===== config.mk =====
export PLATFORM = sky130hd
export DESIGN_NAME = uart_tx_arbiter
export DESIGN_NICKNAME = d
export VERILOG_FILES = /design/src/rtl/uart_tx_arbiter.sv
export SDC_FILE = /design/constraint.sdc
export NUM_CORES = 1
export LEC_CHECK = 0
export ABC_AREA = 1
export CAP_MARGIN = 10
export CORE_AREA = 2 2 82 84
export CTS_CLUSTER_DIAMETER = 80
export DETAILED_ROUTE_END_ITERATION = 7
export DIE_AREA = 0 0 84 86
export PLACE_DENSITY = 0.69
export RECOVER_POWER = 25
export SLEW_MARGIN = 10
export SYNTH_ARGS = -nofsm -noshare
export SYNTH_HDL_FRONTEND = slang
export SYNTH_SLANG_ARGS = --single-unit
export TNS_END_PERCENT = 30

===== constraint.sdc =====
create_clock -name clk -period 4.9 [get_ports clk]
set_clock_uncertainty 0.1 [all_clocks]
set_input_delay 0.735 -clock clk [delete_from_list [all_inputs] [get_ports clk]]
set_output_delay 0.735 -clock clk [all_outputs]
set_load 0.05 [all_outputs]

===== src/rtl/uart_tx_arbiter.sv =====
// Round-robin arbiter that shares one UART transmitter among NREQ byte sources.
// A watchdog abandons any grant whose transmitter completion tick never arrives.
module uart_tx_arbiter #(
    parameter int NREQ    = 4,
    parameter int DBIT    = 8,
    parameter int TIMEOUT = 65535
) (
    input  logic                    clk,
    input  logic                    reset,
    input  logic [NREQ-1:0]         req,
    input  logic [NREQ*DBIT-1:0]    data,
    output logic [NREQ-1:0]         ack,
    output logic [NREQ-1:0]         done,
    output logic [NREQ-1:0]         err,
    output logic                    tx_start,
    output logic [DBIT-1:0]         w_data,
    input  logic                    tx_done_tick,
    output logic                    busy,
    output logic [$clog2(NREQ)-1:0] owner,
    output logic [1:0]              state_dbg
);
    localparam int OW = $clog2(NREQ);
    localparam int CW = (TIMEOUT < 2) ? 1 : $clog2(TIMEOUT + 1);
    localparam logic [OW-1:0] LAST      = OW'(NREQ - 1);
    localparam logic [CW-1:0] CNT_LIMIT = CW'(TIMEOUT - 1);

    typedef enum logic [1:0] {
        IDLE  = 2'd0,
        START = 2'd1,
        WAIT  = 2'd2
    } state_t;

    state_t         state, state_n;
    logic [OW-1:0]  ptr, ptr_n;
    logic [OW-1:0]  owner_n, winner, owner_inc;
    logic [DBIT-1:0] w_data_n;
    logic [CW-1:0]  cnt, cnt_n;
    logic [NREQ-1:0] ack_n, done_n, err_n;
    logic           tx_start_n, busy_n, found;

    assign state_dbg = state;
    assign owner_inc = (owner == LAST) ? '0 : owner + 1'b1;

    // First requesting source at or above ptr, wrapping around.
    always_comb begin
        winner = ptr;
        found  = 1'b0;
        for (int i = 0; i < NREQ; i++) begin
            if (!found && req[(int'(ptr) + i) % NREQ]) begin
                found  = 1'b1;
                winner = OW'((int'(ptr) + i) % NREQ);
            end
        end
    end

    // Handshake: a source raises req with its byte valid on data and holds both
    // until it sees its one-cycle ack; the byte is captured into w_data on the
    // same edge that raises ack, so the source may change data from then on.
    always_comb begin
        state_n    = state;
        ptr_n      = ptr;
        owner_n    = owner;
        w_data_n   = w_data;
        cnt_n      = cnt;
        ack_n      = '0;
        done_n     = '0;
        err_n      = '0;
        tx_start_n = 1'b0;
        busy_n     = 1'b0;
        case (state)
            IDLE: begin
                if (found) begin
                    owner_n       = winner;
                    w_data_n      = data[int'(winner)*DBIT +: DBIT];
                    ack_n[winner] = 1'b1;
                    tx_start_n    = 1'b1;
                    busy_n        = 1'b1;
                    state_n       = START;
                end
            end
            START: begin
                cnt_n   = '0;
                busy_n  = 1'b1;
                state_n = WAIT;
            end
            WAIT: begin
                if (tx_done_tick) begin
                    done_n[owner] = 1'b1;
                    ptr_n         = owner_inc;
                    state_n       = IDLE;
                end else if (TIMEOUT != 0 && cnt == CNT_LIMIT) begin
                    err_n[owner] = 1'b1;
                    ptr_n        = owner_inc;
                    state_n      = IDLE;
                end else begin
                    busy_n = 1'b1;
                    if (cnt != '1) cnt_n = cnt + 1'b1;
                end
            end
            default: state_n = IDLE;
        endcase
    end

    always_ff @(posedge clk or negedge reset) begin
        if (!reset) begin
            state    <= IDLE;
            ptr      <= '0;
            owner    <= '0;
            w_data   <= '0;
            cnt      <= '0;
            ack      <= '0;
            done     <= '0;
            err      <= '0;
            tx_start <= 1'b0;
            busy     <= 1'b0;
        end else begin
            state    <= state_n;
            ptr      <= ptr_n;
            owner    <= owner_n;
            w_data   <= w_data_n;
            cnt      <= cnt_n;
            ack      <= ack_n;
            done     <= done_n;
            err      <= err_n;
            tx_start <= tx_start_n;
            busy     <= busy_n;
        end
    end
endmodule

==> results by stage <==
Run status:
- The run finished, with violations left.
- The checks that failed: capacitance limit, slew limit.

Place:
- Once detailed placement completed, the half-perimeter wirelength came to 4.810 mm.
- The number of buffers added on ports is 64.
- Routability-driven placement finished with a final weighted congestion of 0.8767.

Setup path:
- The most critical setup path has its endpoint at cnt[3].
- The kind of start point of the critical path is a flip-flop.
- The arrival time of the worst setup path is 2.93 ns.
- The endpoint of the lowest-slack register-to-register path is cnt[3].
- The minimum setup slack among reg-to-reg paths is 2.08 ns.
- The largest driver fanout on the critical path is 23.
- In this run the worst setup path begins at state_dbg[0].
- STA classifies the critical path endpoint as a flip-flop.
- The reg-to-reg critical path startpoint is state_dbg[0].
- The path depth of the worst reg2reg path is 9.
- The critical setup path kind is reg -> reg.
- The data required time of the worst path is 5.01 ns.

Pwr:
- The static leakage power is 1.675 nW.
- Summed over all nets, the switching power comes to 1.097 mW.
- The combinational share of power is 0.629.
- Of the total power, the share spent switching nets is 0.5379.
- The clock power share is 0.117.
- The maximum ir drop on the vdd rail is 0.3895 mV.
- The portion of total power attributed to sequential cells is 0.254.
- In this run the power density over the cells is 581.4 mW/mm².
- The internal portion of the total power is 0.9421 mW.
- The total power draw is 2.039 mW.

Timing:
- The final-report max-slew violation count was 45.
- The minimum clock period after layout is 2.819 ns.
- The count of final hold-check violations was 0.
- For this run, the top clock speed supported by timing is 0.3547 GHz.
- Setup repair after global routing left no endpoint under its margin.
- The relative slew slack is -0.4886.
- The summed negative setup slack over all endpoints is 0 ns.
- The slew of the pin with the lowest slew margin is 2.233 ns.
- The count of final setup violators is 0.
- Dividing the final minimum period by the clock period gives 0.5753.

Finish:
- The diode insertion count for antenna repair is 0.
- The synthesis-to-finish area growth is 27.47%.
- The number of nets in the layout is 488.
- After filler insertion, the fill cell instance count of the layout stands at 597.
- In the layout the commonest cells are 135 x sky130_fd_sc_hd__nand2_1, 63 x sky130_fd_sc_hd__nand3_1, 63 x sky130_fd_sc_hd__clkdlybuf4s50_1.
- The most common cell after layout, fill and taps aside is sky130_fd_sc_hd__nand2_1.
- Of the cells placed in the final design, the portion with a size suffix greater than 1 is 0.07207.

Floorplanning:
- For this configuration, the core starts out at a cell density of 0.4383.
- The die is 86 µm tall.
- The number of primary I/O pins is 65.
- In this run the standard cell core region covers 0.006277 mm².
- The row count is 29.
- The die covers 0.007224 mm².
- The die span in x is 84 µm.

Global route:
- The overall fraction of global-route tracks in use is 0.1822.
- The largest net degree at the start of global routing is 45.
- The first-pass GRT wire length is 10.95 mm.
- The number of antenna violations at the first check in global routing is 0.
- The number of global-route vias before repair is 2457.
- Summed over all layers, the global routing overflow is 0.

Synthesis:
- Counting flops and latches in the post-synthesis netlist gives 44.
- In this run, distinct cell masters in the synthesized netlist total 29.
- In this run the mean area of a mapped cell was 7.184 µm².
- The synthesis warning total is 0.
- Synthesis handed over a netlist of 383 instances.
- In this run the cell area of the synthesized design comes to 0.002751 mm².
- For this run, the register share of the synthesized area comes to 0.4002.
- The total nets after synthesis is 428.

Run:
- Max-cap violations in this run came to 1.

Routing:
- The violation count after the first detailed-route iteration is 121.
- The routed via count divided by cell count is 5.079.
- Before antenna repair, the detailed router went through 6 iterations.
- The routed wirelength normalized by instance count is 12.31 µm.
- The routed wire length is 6.416 mm.
- The overall via count from detail_route is 2646.
- The post-detailed-route count of antenna-violating nets is 0.
- The remaining routing DRC violations is 0.

Clock tree:
- The post-CTS clock slew at the launch and capture registers of the worst setup and hold paths is 0.08 ns.
- The quantity of gates resized following cts is 0.
- The clock tree synthesis step divided the H-tree into 2 levels.
- The hold buffer count at CTS is 0.
- The post-CTS setup buffer count is 0.
- Counting along the longest clock path gives a buffer depth of 2.
- The buffer cell driving the clock tree root is sky130_fd_sc_hd__clkbuf_8.
- The insertion delay to the later sink of the worst-skew pair is 0.29 ns.
- Clock tree synthesis found a total of 44 sinks.
- The number of buffers added by the clock tree synthesis step is 5.
- The clock tree from TritonCTS is done.

Hold path:
- The number of cells traversed by the worst hold path is 2.
- The worst min-delay path category is reg -> reg.
==> sequential cells by signal, summed over array words and instances (netlist names) <==
signal / cells
cnt: 16
ack: 4
owner: 2
busy: 1
done: 4
err: 4
state_dbg: 2
tx_start: 1
w_data: 8
ptr: 2
==> Yosys cell counts <==
cell | count | area, µm²
sky130_fd_sc_hd__nand3_2 | 1 | 10.01
sky130_fd_sc_hd__clkbuf_1 | 1 | 3.750
sky130_fd_sc_hd__buf_2 | 4 | 20.02
sky130_fd_sc_hd__nand4_1 | 9 | 56.30
sky130_fd_sc_hd__inv_2 | 4 | 15.01
sky130_fd_sc_hd__o31ai_1 | 1 | 7.510
sky130_fd_sc_hd__nand4_4 | 2 | 42.54
sky130_fd_sc_hd__nand2_4 | 2 | 22.52
sky130_fd_sc_hd__nand2_1 | 135 | 506.7
sky130_fd_sc_hd__nand3_1 | 63 | 315.3
sky130_fd_sc_hd__nand3b_1 | 1 | 7.510
sky130_fd_sc_hd__xnor2_1 | 1 | 8.760
sky130_fd_sc_hd__nor2_2 | 1 | 6.260
sky130_fd_sc_hd__buf_4 | 3 | 22.52
sky130_fd_sc_hd__inv_1 | 31 | 116.4
sky130_fd_sc_hd__nor4_1 | 1 | 6.260
sky130_fd_sc_hd__nor3_2 | 1 | 10.01
sky130_fd_sc_hd__nor2_4 | 2 | 22.52
sky130_fd_sc_hd__buf_1 | 1 | 3.750
sky130_fd_sc_hd__ha_1 | 6 | 75.07
sky130_fd_sc_hd__nand2_2 | 11 | 68.82
sky130_fd_sc_hd__o21ai_1 | 5 | 25.02
sky130_fd_sc_hd__buf_6 | 2 | 22.52
sky130_fd_sc_hd__nor3_1 | 8 | 40.04
sky130_fd_sc_hd__dfrtp_1 | 44 | 1101
sky130_fd_sc_hd__o21ai_0 | 10 | 50.05
sky130_fd_sc_hd__a21oi_1 | 1 | 5.000
sky130_fd_sc_hd__xor2_1 | 8 | 70.07
sky130_fd_sc_hd__nor2_1 | 24 | 90.09
==> stage by stage <==
step	instance area (µm²)	util	setup WS (ns)	hold WS (ns)	std cells
after CTS	3508	0.5589	2.100	0.4075	521
after global routing	3507	0.5587	1.838	0.4299	521
after detailed placement	3411	0.5434	2.059	0.3814	513
after global placement	3411	0.5434	2.069	0.3798	513
after floorplan	2751	-	2.834	0.3394	383
final	3507	0.5587	2.081	0.4056	521
==> final cells by class <==
class | instances | area (µm²) | share of cell area
clock inverters | 2 | 15.01 | 0.004281
repair buffers | 64 | 634.4 | 0.1809
flip-flops and latches | 44 | 1101 | 0.3140
well taps | 77 | 96.34 | 0.02747
inverters | 35 | 131.4 | 0.03746
clock buffers | 6 | 82.58 | 0.02355
multi-input cells | 293 | 1446 | 0.4124
==> critical path, cell delays in order (launching register included) <==
cell,delay (ns)
sky130_fd_sc_hd__dfrtp_1,0.41
sky130_fd_sc_hd__nor2_1,0.68
sky130_fd_sc_hd__inv_1,0.31
sky130_fd_sc_hd__nor2_1,0.17
sky130_fd_sc_hd__inv_1,0.10
sky130_fd_sc_hd__nor2_1,0.18
sky130_fd_sc_hd__nand2_2,0.16
sky130_fd_sc_hd__nand2_2,0.34
sky130_fd_sc_hd__nand4_1,0.14
sky130_fd_sc_hd__o21ai_1,0.13
==> how the worst min path moves through the flow <==
stage / from / endpoint
2_1_floorplan: reset / ack[0]
3_3_place_gp: w_data[0] / w_data[0]
3_5_place_dp: w_data[5] / w_data[5]
4_1_cts: w_data[0] / w_data[0]
5_1_grt: w_data[3] / w_data[3]
6_report: w_data[0] / w_data[0]
==> power by group through the flow <==
stage                     clock (mW)  sequential [mW]  combinational [mW]
final                          0.239            0.517                1.28
after global routing           0.256            0.530                1.43
after CTS                      0.243            0.517                1.29
after detailed placement           0            0.523                1.29
after global placement             0            0.525                1.27
after floorplan                    0            0.736               0.784
==> routing by layer <==
metal / GRT usage / share of wire
met1: 0.2400 / 0.47
met2: 0.3047 / 0.46
met3: 0.03657 / 0.059
met4: 0.05572 / 0.016
met5: 0 / 0
==> cells by family (layout without fill, tap and decap cells) <==
family / count (synthesis) / in the layout / share of synthesized area
AOI/OAI and AO/OA: 17 / 17 / 0.03183
xor gates and xnor gates: 9 / 9 / 0.02865
and+or+nand+nor: 261 / 261 / 0.4379
buffers and inverters: 46 / 107 / 0.07412
DFF: 44 / 44 / 0.4002
adders and majority gates: 6 / 6 / 0.02728
(Power assumes the default switching activity.)
